## config.mk

```make
export PLATFORM = sky130hd
export DESIGN_NAME = instr_prefetch_unit
export DESIGN_NICKNAME = d
export VERILOG_FILES = /design/src/rtl/instr_prefetch_unit.sv
export SDC_FILE = /design/constraint.sdc
export NUM_CORES = 1
export LEC_CHECK = 0
export CORE_UTILIZATION = 30
export CTS_CLUSTER_SIZE = 20
export DETAILED_ROUTE_END_ITERATION = 8
export GPL_TIMING_DRIVEN = 0
export SYNTH_ARGS = -nofsm -noshare
export SYNTH_HDL_FRONTEND = slang
export SYNTH_SLANG_ARGS = --single-unit
```

## constraint.sdc

```tcl
create_clock -name clk -period 7.2 [get_ports clk]
set_input_delay 1.08 -clock clk [delete_from_list [all_inputs] [get_ports clk]]
set_output_delay 1.08 -clock clk [all_outputs]
set_load 0.005 [all_outputs]
```

## src/rtl/instr_prefetch_unit.sv

```systemverilog
// Instruction prefetch: fetches program memory over req/ack into a DEPTH-entry FIFO and hands
// PC-tagged instructions to the core over valid/ready. `PF_STATS_EN adds fetch/drop counters.
module instr_prefetch_unit #(
  parameter int IW    = 8,
  parameter int AW    = 4,
  parameter int DEPTH = 4
) (
  input  logic          clk,
  input  logic          rst,
  output logic          mem_req,
  output logic [AW-1:0] mem_addr,
  input  logic          mem_ack,
  input  logic [IW-1:0] mem_rdata,
  output logic          ins_valid,
  output logic [IW-1:0] ins_data,
  output logic [AW-1:0] ins_pc,
  input  logic          ins_ready,
  input  logic          flush,
  input  logic [AW-1:0] flush_pc
`ifdef PF_STATS_EN
  ,
  output logic [7:0]    stat_fetch,
  output logic [7:0]    stat_drop
`endif
);

  localparam int PW = $clog2(DEPTH);
  localparam int CW = PW + 1;
  localparam logic [CW-1:0] FULL = CW'(DEPTH);

  typedef enum logic {S_FETCH, S_DROP} state_t;

  state_t           r_state, w_state_n;
  logic [AW-1:0]    r_fetch_pc, w_fetch_pc_n;
  logic [AW-1:0]    r_mem_addr, w_mem_addr_n;
  logic             r_mem_req, w_mem_req_n;
  logic [CW-1:0]    r_count, w_count_n;
  logic [PW-1:0]    r_rd_ptr, w_rd_ptr_n;
  logic [PW-1:0]    r_wr_ptr, w_wr_ptr_n;
  logic [IW+AW-1:0] r_fifo [DEPTH];
  logic [IW+AW-1:0] w_head;
  logic             r_ins_valid;
  logic [IW-1:0]    r_ins_data;
  logic [AW-1:0]    r_ins_pc;
  logic             w_xfer, w_push, w_pop, w_drop;

  assign w_xfer    = r_mem_req & mem_ack;
  assign mem_req   = r_mem_req;
  assign mem_addr  = r_mem_addr;
  assign ins_valid = r_ins_valid;
  assign ins_data  = r_ins_data;
  assign ins_pc    = r_ins_pc;

  always_ff @(posedge clk or negedge rst) begin
    if (!rst) r_state <= S_FETCH;
    else      r_state <= w_state_n;
  end

  always_comb begin
    w_state_n    = r_state;
    w_fetch_pc_n = r_fetch_pc;
    w_count_n    = r_count;
    w_rd_ptr_n   = r_rd_ptr;
    w_wr_ptr_n   = r_wr_ptr;
    w_push       = 1'b0;
    w_pop        = 1'b0;
    w_drop       = 1'b0;
    if (flush) begin
      // A request still waiting for its ack cannot be withdrawn; its data is thrown away in DROP.
      w_count_n    = '0;
      w_rd_ptr_n   = '0;
      w_wr_ptr_n   = '0;
      w_fetch_pc_n = flush_pc;
      w_drop       = w_xfer;
      if (r_state == S_FETCH) w_state_n = (r_mem_req && !mem_ack) ? S_DROP : S_FETCH;
      else                    w_state_n = mem_ack ? S_FETCH : S_DROP;
    end else if (r_state == S_DROP) begin
      if (mem_ack) begin
        w_drop    = 1'b1;
        w_state_n = S_FETCH;
      end
    end else begin
      w_push = w_xfer;
      w_pop  = r_ins_valid & ins_ready;
      if (w_push) begin
        w_wr_ptr_n   = r_wr_ptr + PW'(1);
        w_fetch_pc_n = r_fetch_pc + AW'(1);
      end
      if (w_pop) w_rd_ptr_n = r_rd_ptr + PW'(1);
      w_count_n = r_count + CW'(w_push) - CW'(w_pop);
    end

    w_mem_req_n  = (w_state_n == S_DROP) ? 1'b1 : (w_count_n < FULL);
    w_mem_addr_n = (w_state_n == S_DROP) ? r_mem_addr : w_fetch_pc_n;

    // The new head is the entry being written this edge when the FIFO was empty before it.
    w_head = r_fifo[w_rd_ptr_n];
    if (w_push && (w_rd_ptr_n == r_wr_ptr)) w_head = {mem_rdata, r_fetch_pc};
  end

  always_ff @(posedge clk) begin
    if (w_push) r_fifo[r_wr_ptr] <= {mem_rdata, r_fetch_pc};
  end

  always_ff @(posedge clk or negedge rst) begin
    if (!rst) begin
      r_fetch_pc  <= '0;
      r_mem_addr  <= '0;
      r_mem_req   <= 1'b0;
      r_count     <= '0;
      r_rd_ptr    <= '0;
      r_wr_ptr    <= '0;
      r_ins_valid <= 1'b0;
      r_ins_data  <= '0;
      r_ins_pc    <= '0;
    end else begin
      r_fetch_pc  <= w_fetch_pc_n;
      r_mem_addr  <= w_mem_addr_n;
      r_mem_req   <= w_mem_req_n;
      r_count     <= w_count_n;
      r_rd_ptr    <= w_rd_ptr_n;
      r_wr_ptr    <= w_wr_ptr_n;
      r_ins_valid <= (w_count_n != '0);
      if (w_count_n != '0) begin
        r_ins_data <= w_head[IW+AW-1:AW];
        r_ins_pc   <= w_head[AW-1:0];
      end
    end
  end

`ifdef PF_STATS_EN
  logic [7:0] r_stat_fetch, r_stat_drop;

  always_ff @(posedge clk or negedge rst) begin
    if (!rst) begin
      r_stat_fetch <= '0;
      r_stat_drop  <= '0;
    end else begin
      r_stat_fetch <= r_stat_fetch + 8'(w_push);
      r_stat_drop  <= r_stat_drop + 8'(w_drop);
    end
  end

  assign stat_fetch = r_stat_fetch;
  assign stat_drop  = r_stat_drop;
`endif

endmodule

```

Yosys cells after proc, flatten, opt, wreduce, memory -nomap -nowiden
Memory sizes are Yosys's and may differ from the RTL's. A register that Yosys moved wholly into a read port is not among the register bits. Index checks and enable logic that the tools add are counted.

Bits in registers: 18. Memory bits (writable): 48. Input bits: 17. Output and inout port bits: 18. Logic and storage cells: 45. Memories: 1.

Memory list: r_fifo (depth 4, bits a word 12, rd ports 1, clocked after memory_dff 1, wr ports 1, RTL line 40) `logic [IW+AW-1:0] r_fifo [DEPTH];`.

Add/subtract/negate cells: 5. Magnitude comparators: 1. Equal/unequal tests: 1. Muxes and demuxes: 21. Bitwise operators: 2. Reduce and logical (&&, ||, !) cells: 6.

Operators with widths (number): two-way mux 2 bit (6); two-way mux 4 bit (3); two-way mux 1 bit (10); two-way mux 3 bit (2); adder 2 x 1 -> 2 bit (second input constant) (2); adder 4 x 1 -> 4 bit (second input constant) (1); adder 3 x 1 -> 3 bit (1); < comparator 3 bit (second input constant) (1); nonzero test 3 bit (1); subtractor 3 x 1 -> 3 bit (1); AND 1 bit (2); logical NOT 1 bit (2); != test 2 bit (second input constant) (1); AND reduction 2 bit (1); nonzero test 2 bit (1); logical AND 1 bit (1).

Depth between registers and ports, before layout
Depth in word-level cells: 7. Mapped depth: 12. Depth with buffers taken out: 11.

Worst setup path after synthesis
OpenSTA, ideal clock, no wires.

Kind: in2reg. From: input ins_ready. To: register r_ins_data[6] (netlist: ins_data[6]) (read register of r_fifo). Setup time: 87 ps. Data arrival time: 3096 ps. Data required time: 7113 ps. Setup slack: 4018 ps. Cell stages on the path: 11. Path buffers: 1. Cells stage by stage: nand2_1 > a21o_1 > nand2_1 > ha_1 > fa_1 > xnor2_1 > nor4b_1 > nor3_2 > or2_4 > buf_6 > o211ai_1.

Longest elaborated chain between the ends: 5.

Ends and longest elaborated chain: start: declaration (RTL line 17) `input logic ins_ready,`; AND 1 bit * (RTL line 84) `w_pop = r_ins_valid & ins_ready;`; subtractor 3 x 1 -> 3 bit (RTL line 90) `w_count_n = r_count + CW'(w_push) - CW'(w_pop);`; two-way mux 3 bit (RTL line 77) `end else if (r_state == S_DROP) begin`; two-way mux 3 bit (RTL line 68) `if (flush) begin`; nonzero test 3 bit (RTL line 124) `if (w_count_n != '0) begin`; end: declaration (RTL line 43) `logic [IW-1:0] r_ins_data;`.

Every way passes the cells marked *; elsewhere a longest branch is shown, timed or not. A chain may end at the register's enable or synchronous reset.

Worst setup path after layout
From: input ins_ready. To: register r_ins_data[3] (netlist: ins_data[3]) (read register of r_fifo).

The elaborated chain is that of the path after synthesis.

==> results.ini <==
[cells_and_area]
layout_commonest_cell=nand2_1
syn2layout_area_growth_pct=23.8
register_area_um2=2190
layout.cells.non_filler=453
diodes=0
fin_util=0.386
drive_above_1_share=0.160
multi_input_area_um2=1110
nFillCells=1043
final_cell_mix=nand2_1, edfxtp_1, clkdlybuf4s50_1
nNetsFinal=332

[synth]
ys_seq_elements=78
synth-main-ff-cell=edfxtp_1
ys_types=40
yosysSeqAreaShare=0.640
syn_area_per_cell_um2=13.0
synthArstFlopShare=0.385
synth_edf_count=48
netlist_instances=263
ys_warn_count=0
syn_area_um2=3420
synth_nets=287

[run_status]
outcome=finished clean

[worst_setup_path]
crit_top_cell=nand2_1
crit_chain=clkdlybuf4s50_1 -> nand2_1 -> a21o_1 -> nand2_1 -> ha_1 -> fa_1 -> mux2i_1 -> a21oi_1 -> nor3_2 -> clkbuf_1 -> nand2_1 -> o211ai_2
slowest_delay_ps=550
worstPathRequired_ps=7460
start_kind=input port
crit_type=in2reg
worst_setup_path_end_kind=flop
path_max_fanout=10
cpMaxStageDelayCell=clkbuf_1
cp_data_arrival_time_ps=4030

[detailed_routing]
drt_iter0_markers=103
firstDrtPassIters=4
vias=2163
final_antenna_net_count=0
wire_per_inst_um=16.7
wl_mm=7.58
avgViaCountPerCell=4.77
drc=0

[floorplanning]
num_rows=38
die_area_um2=11800
ioPinCount=35
core_area_um2=11000
die_x_um=109
die_h_um=109
start_util=0.312

[pwr]
combPwrFrac=0.307
irDropWorstVdd_mv=0.190
power.leakage_nw=1.60
power_density_nw_per_um2=362
switching_share=0.314
clock_power_share=0.298
p_switching_mw=0.482
p_int_mw=1.05
seq_power_share=0.395
p_total_mw=1.54

[clock_tree]
cts_hold_buf=0
path_clk_slew_ps=60
cts_resized=0
clock_latency_ps=330
clock-sinks=78
root_buffer=clkbuf_16
cts_made_buffers=9
cts_tree=done
htreeDepth=3
postCtsSetupBuffers=0
clock_path_buffers=2

[sta]
tns_ps=0
timing.fmax_mhz=265
post-route-period-util=0.525
finalHoldViolations=0
tightestPinTransition_ps=747
rsz0062_at_grt=no
slew_viol_final=0
setup_ws_ps=3420
max_slew_margin=0.502
fin_crit_ps=3780
finalSetupViolCount=0
fin_skew_ps=5.75

[grt]
grt_usage=0.140
grt_max_degree=31
grt_first_pass_wirelength_mm=11.9
grt.overflow.total=0
grt_antenna_before_repair=0
grt_pass1_vias=2258

[worst_hold_path]
min_path_type=reg2reg

[placement]
gp_congestion=0.722
numPortBuffers=34
place_ws_ps=3060
dp.cells=437
dpl.hpwl_mm=4.83

[job]
drv_cap=0

-- through the flow --
| step | instance area (um^2) | hold slack (ps) |
|---|---|---|
| 2_1_floorplan | 3420 | 483 |
| 3_3_place_gp | 3940 | 472 |
| 3_5_place_dp | 3930 | 474 |
| 4_1_cts | 4240 | 494 |
| 5_1_grt | 4240 | 519 |
| 6_report | 4240 | 484 |
-- flip-flops by register name, summed over array words and instances, names as in the netlist, 2 cells and up --
name / cells
r_fetch_pc: 4
r_count: 3
r_rd_ptr: 2
r_fifo: 48
ins_data: 8
ins_pc: 4
r_wr_ptr: 2
mem_addr: 4
-- synthesized netlist by cell type (5+ instances only) --
library cell / count / share of area
nand2_1: 56 / 0.061
edfxtp_1: 48 / 0.42
dfrtp_1: 30 / 0.22
a21oi_1: 16 / 0.023
nand3_1: 12 / 0.018
a32o_1: 11 / 0.032
o211ai_2: 10 / 0.037
nor2_1: 8 / 0.0088
xnor2_1: 7 / 0.018
ha_1: 6 / 0.022
mux2_2: 6 / 0.020
clkbuf_1: 5 / 0.0055
-- final cells by class --
class | instances | area share
multi-input combinational | 165 | 0.262
inverter | 6 | 0.00590
clock buffer | 9 | 0.0531
tap | 140 | 0.0413
buffer | 14 | 0.0221
clock inverter | 7 | 0.0189
timing repair buffer | 34 | 0.0791
sequential | 78 | 0.517
-- per-layer routing --
layer / vias up / routed length (um) / track usage
li1: 1037 / - / -
met1: 1057 / 3350 / 0.180
met2: 62 / 3670 / 0.224
met3: 7 / 465 / 0.0383
met4: 0 / 92 / 0.0521
met5: - / 0 / 0
-- power groups by stage --
stage	registers, mW	clock network (mW)	logic (mW)
detailed placement	0.616	0	0.476
CTS	0.608	0.463	0.480
floorplan	0.608	0	0.282
global placement	0.613	0	0.469
global route	0.616	0.482	0.522
finish	0.606	0.458	0.471
-- worst max-delay path: cells and delay by family --
family          cells  cell delay [ps]
buf+inv             2             1070
simple gates        4              720
fa+ha+maj           2              560
mux                 1              190
compound gates      3              410
-- kinds of logic after synthesis --
logic type | count (synthesis) | synth area share
compound gates | 45 | 0.108
xor+xnor | 9 | 0.0230
flops | 78 | 0.640
simple gates | 94 | 0.131
buf+inv | 20 | 0.0347
mux | 10 | 0.0351
fa+ha+maj | 7 | 0.0278
-- final timing paths --
kind                                    startpoint  cells after the start                 endpoint  slack [ps]
max                                      ins_ready                     12  ins_data[3]$_DFFE_PN0P_        3420
min                        ins_data[2]$_DFFE_PN0P_                      2  ins_data[2]$_DFFE_PN0P_         480
max reg2reg                    ins_valid$_DFF_PN0_                     11  ins_data[3]$_DFFE_PN0P_        4220
min reg2reg                ins_data[2]$_DFFE_PN0P_                      2  ins_data[2]$_DFFE_PN0P_         480
max in group asynchronous                      rst                      1  ins_data[2]$_DFFE_PN0P_        5910
min in group asynchronous                      rst                      1     r_count[1]$_DFF_PN0_         810
No activity file was read; power rests on OpenSTA's default activity.
